--- config.mk ---
export PLATFORM = sky130hd
export DESIGN_NAME = xor_share_arb
export DESIGN_NICKNAME = d
export VERILOG_FILES = /design/src/rtl/xsa_pkg.sv /design/src/rtl/rr_arbiter.sv /design/src/rtl/xor_share_arb.sv
export SDC_FILE = /design/constraint.sdc
export NUM_CORES = 1
export LEC_CHECK = 0
export CORE_AREA = 2 2 118 120
export CTS_CLUSTER_SIZE = 8
export DETAILED_ROUTE_END_ITERATION = 12
export DIE_AREA = 0 0 120 122
export HOLD_SLACK_MARGIN = 0.02
export PLACE_DENSITY_LB_ADDON = 0.25
export SLEW_MARGIN = 5
export SYNTH_ARGS = -nofsm -noshare
export SYNTH_HDL_FRONTEND = slang
export SYNTH_HIERARCHICAL = 1
export SYNTH_SLANG_ARGS = --single-unit
--- constraint.sdc ---
create_clock -name clk -period 3.69 [get_ports clk]
set_clock_uncertainty 0.05 [all_clocks]
set_input_delay 0.5535 -clock clk [delete_from_list [all_inputs] [get_ports clk]]
set_output_delay 0.5535 -clock clk [all_outputs]
set_load 0.01 [all_outputs]
--- src/rtl/xsa_pkg.sv ---
// Shared constants, id-width helper and response-state type for the XOR share arbiter.
package xsa_pkg;

  localparam int XSA_N  = 4;
  localparam int XSA_W  = 32;
  localparam int XSA_CW = 16;

  function automatic int xsa_id_width(input int n);
    if (n <= 2) begin
      return 1;
    end else begin
      return $clog2(n);
    end
  endfunction

  typedef enum logic {
    RSP_EMPTY = 1'b0,
    RSP_FULL  = 1'b1
  } rsp_state_e;

endpackage

--- src/rtl/rr_arbiter.sv ---
// Combinational round-robin arbiter: grants the first set request at or above ptr, wrapping to 0.
module rr_arbiter
  import xsa_pkg::*;
#(
  parameter int N   = XSA_N,
  parameter int IDW = xsa_id_width(N)
) (
  input  logic [N-1:0]   req,
  input  logic [IDW-1:0] ptr,
  input  logic           en,
  output logic [N-1:0]   gnt,
  output logic [IDW-1:0] gnt_idx
);

  logic [IDW:0]   sum_s;
  logic [IDW-1:0] idx_s;
  logic           found_s;

  // Scan N positions starting at ptr; the first requester hit wins.
  always_comb begin
    gnt     = '0;
    gnt_idx = '0;
    found_s = 1'b0;
    sum_s   = '0;
    idx_s   = '0;
    for (int i = 0; i < N; i++) begin
      sum_s = {1'b0, ptr} + (IDW+1)'(i);
      sum_s = (sum_s >= (IDW+1)'(N)) ? (sum_s - (IDW+1)'(N)) : sum_s;
      idx_s = sum_s[IDW-1:0];
      if (en && !found_s && req[idx_s]) begin
        gnt[idx_s] = 1'b1;
        gnt_idx    = idx_s;
        found_s    = 1'b1;
      end else begin
        found_s = found_s;
      end
    end
  end

endmodule

--- src/rtl/xor_share_arb.sv ---
// One registered XOR unit (a ^ b) shared round-robin among N valid/ready requesters.
// Optional per-requester saturating grant counters are built when XSA_STATS_EN is defined.
module xor_share_arb
  import xsa_pkg::*;
#(
  parameter int N   = XSA_N,
  parameter int W   = XSA_W,
  parameter int IDW = xsa_id_width(N),
  parameter int CW  = XSA_CW
) (
  input  logic           clk,
  input  logic           rst,
  input  logic [N-1:0]   req_valid,
  output logic [N-1:0]   req_ready,
  input  logic [N*W-1:0] req_a,
  input  logic [N*W-1:0] req_b,
  output logic           rsp_valid,
  input  logic           rsp_ready,
  output logic [W-1:0]   rsp_data,
  output logic [IDW-1:0] rsp_id
`ifdef XSA_STATS_EN
 ,output logic [N*CW-1:0] grant_cnt
`endif
);

  rsp_state_e     state_r, state_s;
  logic [IDW-1:0] ptr_r;
  logic [W-1:0]   data_r;
  logic [IDW-1:0] id_r;
  logic           can_acc_s;
  logic           acc_s;
  logic [N-1:0]   gnt_s;
  logic [IDW-1:0] gnt_idx_s;

  // Gating with rst keeps every req_ready low while reset is held.
  assign can_acc_s = (state_r == RSP_EMPTY) || rsp_ready;

  rr_arbiter #(.N(N), .IDW(IDW)) u_arb (
    .req     (req_valid),
    .ptr     (ptr_r),
    .en      (can_acc_s && rst),
    .gnt     (gnt_s),
    .gnt_idx (gnt_idx_s)
  );

  assign acc_s     = |gnt_s;
  assign req_ready = gnt_s;
  assign rsp_valid = (state_r == RSP_FULL);
  assign rsp_data  = data_r;
  assign rsp_id    = id_r;

  // Response occupancy next-state.
  always_comb begin
    state_s = state_r;
    case (state_r)
      RSP_EMPTY: begin
        if (acc_s) state_s = RSP_FULL;
        else       state_s = RSP_EMPTY;
      end
      RSP_FULL: begin
        if (acc_s)          state_s = RSP_FULL;
        else if (rsp_ready) state_s = RSP_EMPTY;
        else                state_s = RSP_FULL;
      end
      default: state_s = RSP_EMPTY;
    endcase
  end

  // Response occupancy register.
  always_ff @(posedge clk or negedge rst) begin
    if (!rst) begin
      state_r <= RSP_EMPTY;
    end else begin
      state_r <= state_s;
    end
  end

  // Result capture and pointer advance on each accepted grant; data/id hold otherwise.
  always_ff @(posedge clk or negedge rst) begin
    if (!rst) begin
      data_r <= '0;
      id_r   <= '0;
      ptr_r  <= '0;
    end else if (acc_s) begin
      data_r <= req_a[gnt_idx_s*W +: W] ^ req_b[gnt_idx_s*W +: W];
      id_r   <= gnt_idx_s;
      ptr_r  <= (gnt_idx_s == IDW'(N-1)) ? '0 : (gnt_idx_s + IDW'(1));
    end else begin
      data_r <= data_r;
      id_r   <= id_r;
      ptr_r  <= ptr_r;
    end
  end

`ifdef XSA_STATS_EN
  for (genvar gi = 0; gi < N; gi++) begin : g_cnt
    logic [CW-1:0] cnt_r;

    // Saturating count of grants to this requester.
    always_ff @(posedge clk or negedge rst) begin
      if (!rst) begin
        cnt_r <= '0;
      end else if (gnt_s[gi] && (cnt_r != {CW{1'b1}})) begin
        cnt_r <= cnt_r + CW'(1);
      end else begin
        cnt_r <= cnt_r;
      end
    end

    assign grant_cnt[gi*CW +: CW] = cnt_r;
  end
`endif

endmodule

==> results.json <==
{
  "final-setup-viol-count": 0,
  "nFillCells": 1206,
  "finalCritPeriodShare": 0.967,
  "async_flop_share": 1.00,
  "routabilityCongestion": 0.791,
  "start_kind": "input pin",
  "powerDensity_nw_per_um2": 555,
  "grt_pass1_wl_um": 20700,
  "finalSetupTns_ns": 0,
  "fp.dieArea_sq_um": 14600,
  "ant_nets": 0,
  "total_power_mw": 4.14,
  "htreeDepth": 2,
  "fmax_mhz": 280,
  "hold_buffers": 0,
  "grt_max_degree": 38,
  "drt-wirelength-per-cell_um": 15.6,
  "via_count": 4073,
  "die_h_um": 122,
  "final-seq-area_sq_um": 926,
  "via_per_inst": 4.64,
  "grt_pass1_vias": 4184,
  "synth_compound_area_frac": 0.167,
  "synth_seq_cells": 37,
  "wl_met2_um": 7360,
  "synth.distinct_cells": 41,
  "worstMarginPinSlew_ns": 0.505,
  "p_leak_nw": 2.95,
  "synth-simple-area-share": 0.0768,
  "portBuffers": 301,
  "slew_headroom": 0.660,
  "final_core_util": 0.552,
  "status": "completed",
  "cts_setup_buffers": 0,
  "critical_path_arrival_ns": 2.96,
  "multi_input_area_sq_um": 2960,
  "drcViolationCount": 0,
  "grtUsageTotal": 0.179,
  "synthesis.instances": 399,
  "syn-num-nets": 670,
  "die_x_um": 120,
  "rsz0062_at_grt": "no",
  "synth_flop_cell": "dfrtp_1",
  "grt_overflow": 0,
  "hold_viol": 0,
  "area_delta_synth_final_pct": 82.1,
  "synth_top_family_by_area": "XOR/XNOR gates",
  "cts_buffers": 5,
  "wl_met3_um": 1120,
  "ios": 302,
  "first_iter_violations": 160,
  "drv_cap": 0,
  "tritoncts": "built",
  "yosysWarnings": 6,
  "cts_resized": 0,
  "syn_area_sq_um": 4090,
  "synth_edf_count": 0,
  "core_sq_um": 13500,
  "synthXorXnorAreaFrac": 0.274,
  "dr.pass1.iters": 4,
  "clkLatencyLatePin_ns": 0.27,
  "finalNetCount": 968,
  "regToRegSetupSlack_ns": 0.49,
  "cts_sinks": 37,
  "ff2ff_path_depth": 9,
  "wl_met1_um": 5060,
  "start_util": 0.303,
  "crit_path_end_kind": "output port",
  "n_antenna_cell": 0,
  "clkTransAtPathRegs_ns": 0.06,
  "irDropWorstVdd_mv": 0.270,
  "drt-total-wl_um": 13700,
  "whs_ns": 0.325,
  "final_common_cell": "clkdlybuf4s50_1",
  "holdCritPathClass": "input pin to async pin",
  "critical_path_class": "input pin to output port",
  "crit_fanout": 10,
  "drv_slew": 0,
  "synthMuxAreaShare": 0.178,
  "dpl_cell_area_sq_um": 7310,
  "synthAdderAreaFrac": 0.0245,
  "clk_path_buf_depth": 2,
  "antenna_found_initial": 0,
  "drive_gt1_frac": 0.0903,
  "min_period_ns": 3.57,
  "root_buffer": "clkbuf_16",
  "topRoutingLayerUsed": "met4",
  "fin_area_sq_um": 7450,
  "dp_hpwl_um": 11700,
  "yosysSeqAreaShare": 0.226,
  "avgSynthCellArea_sq_um": 10.3,
  "final_cell_mix": "clkdlybuf4s50_1, xor2_1, mux2i_1, nand2_1, dfrtp_1",
  "rows": 43,
  "required_ns": 3.09
}
-- cell families (layout without fill, tap and decap cells) --
logic type / Yosys count / in the layout
buffers and inverters: 29 / 328
AOI/OAI and AO/OA: 59 / 59
xor gates and xnor gates: 128 / 128
DFF: 37 / 37
muxes: 70 / 70
adders and majority gates: 8 / 8
and+or+nand+nor: 68 / 68
-- sequential cells by signal (all words and copies together) (netlist names) --
name / count
ptr_r: 2
rsp_id: 2
rsp_valid: 1
rsp_data: 32
-- per-stage QoR --
step | setup slack, ns | std cells
after floorplan | 0.508 | 399
after global placement | 0.181 | 870
after detailed placement | 0.0934 | 870
after CTS | 0.124 | 878
after global routing | 0.0361 | 878
final | 0.122 | 878
-- synthesized netlist by cell type (all sizes together) (2+ instances only) --
cell,number,area (sq um)
nor2b,6,37.5
nor2,5,18.8
xor2,128,1120
mux4,2,45.0
o21a,4,30.0
nand2,48,180
a22o,2,18.8
o21ai,2,10.0
nor4,3,33.8
mux2,2,22.5
mux2i,66,661
clkbuf,2,7.51
dfrtp,37,926
o221ai,32,455
a221o,4,40.0
ha,8,100
inv,4,15.0
nand2b,3,26.3
a21oi,4,20.0
a211oi,2,27.5
buf,23,196
-- worst max-delay path, stage by stage --
cell and delay [ns]:
clkdlybuf4s50_1 0.57, mux4_2 0.60, nand2b_4 0.19, a211oi_4 0.23, a221o_1 0.26, clkdlybuf4s50_1 0.56
-- area by class of cell --
cell class | count | share of cell area
timing repair buffer | 316 | 0.427
multi-input combinational | 333 | 0.398
sequential | 37 | 0.124
tap | 180 | 0.0302
clock buffer | 6 | 0.0173
inverter | 4 | 0.00202
clock inverter | 2 | 0.00134
-- metal layers --
metal  GRT usage  vias to the layer above
met5           0                        -
met4      0.0360                        0
met3      0.0463                       13
met2       0.346                      195
met1       0.197                     1858
li1            -                     2007
-- path summary, 6_finish.rpt --
| kind | startpoint | end |
|---|---|---|
| worst max-delay path | req_valid[0] | req_ready[3] |
| worst min-delay path | rst | rsp_data[7]$_DFFE_PN0P_ |
| worst max register to register | ptr_r[1]$_DFFE_PN0P_ | rsp_id[0]$_DFFE_PN0P_ |
| worst min register to register | rsp_id[1]$_DFFE_PN0P_ | rsp_id[1]$_DFFE_PN0P_ |
| max in group asynchronous | rst | rsp_data[27]$_DFFE_PN0P_ |
| min in group clk | rsp_id[1]$_DFFE_PN0P_ | rsp_id[1]$_DFFE_PN0P_ |
-- where the power goes --
part,internal [mW],leakage [nW],switching [mW]
combinational,1.55,2.42,1.45
clock,0.248,0.0706,0.158
sequential,0.624,0.458,0.106
(Power assumes the default switching activity.)
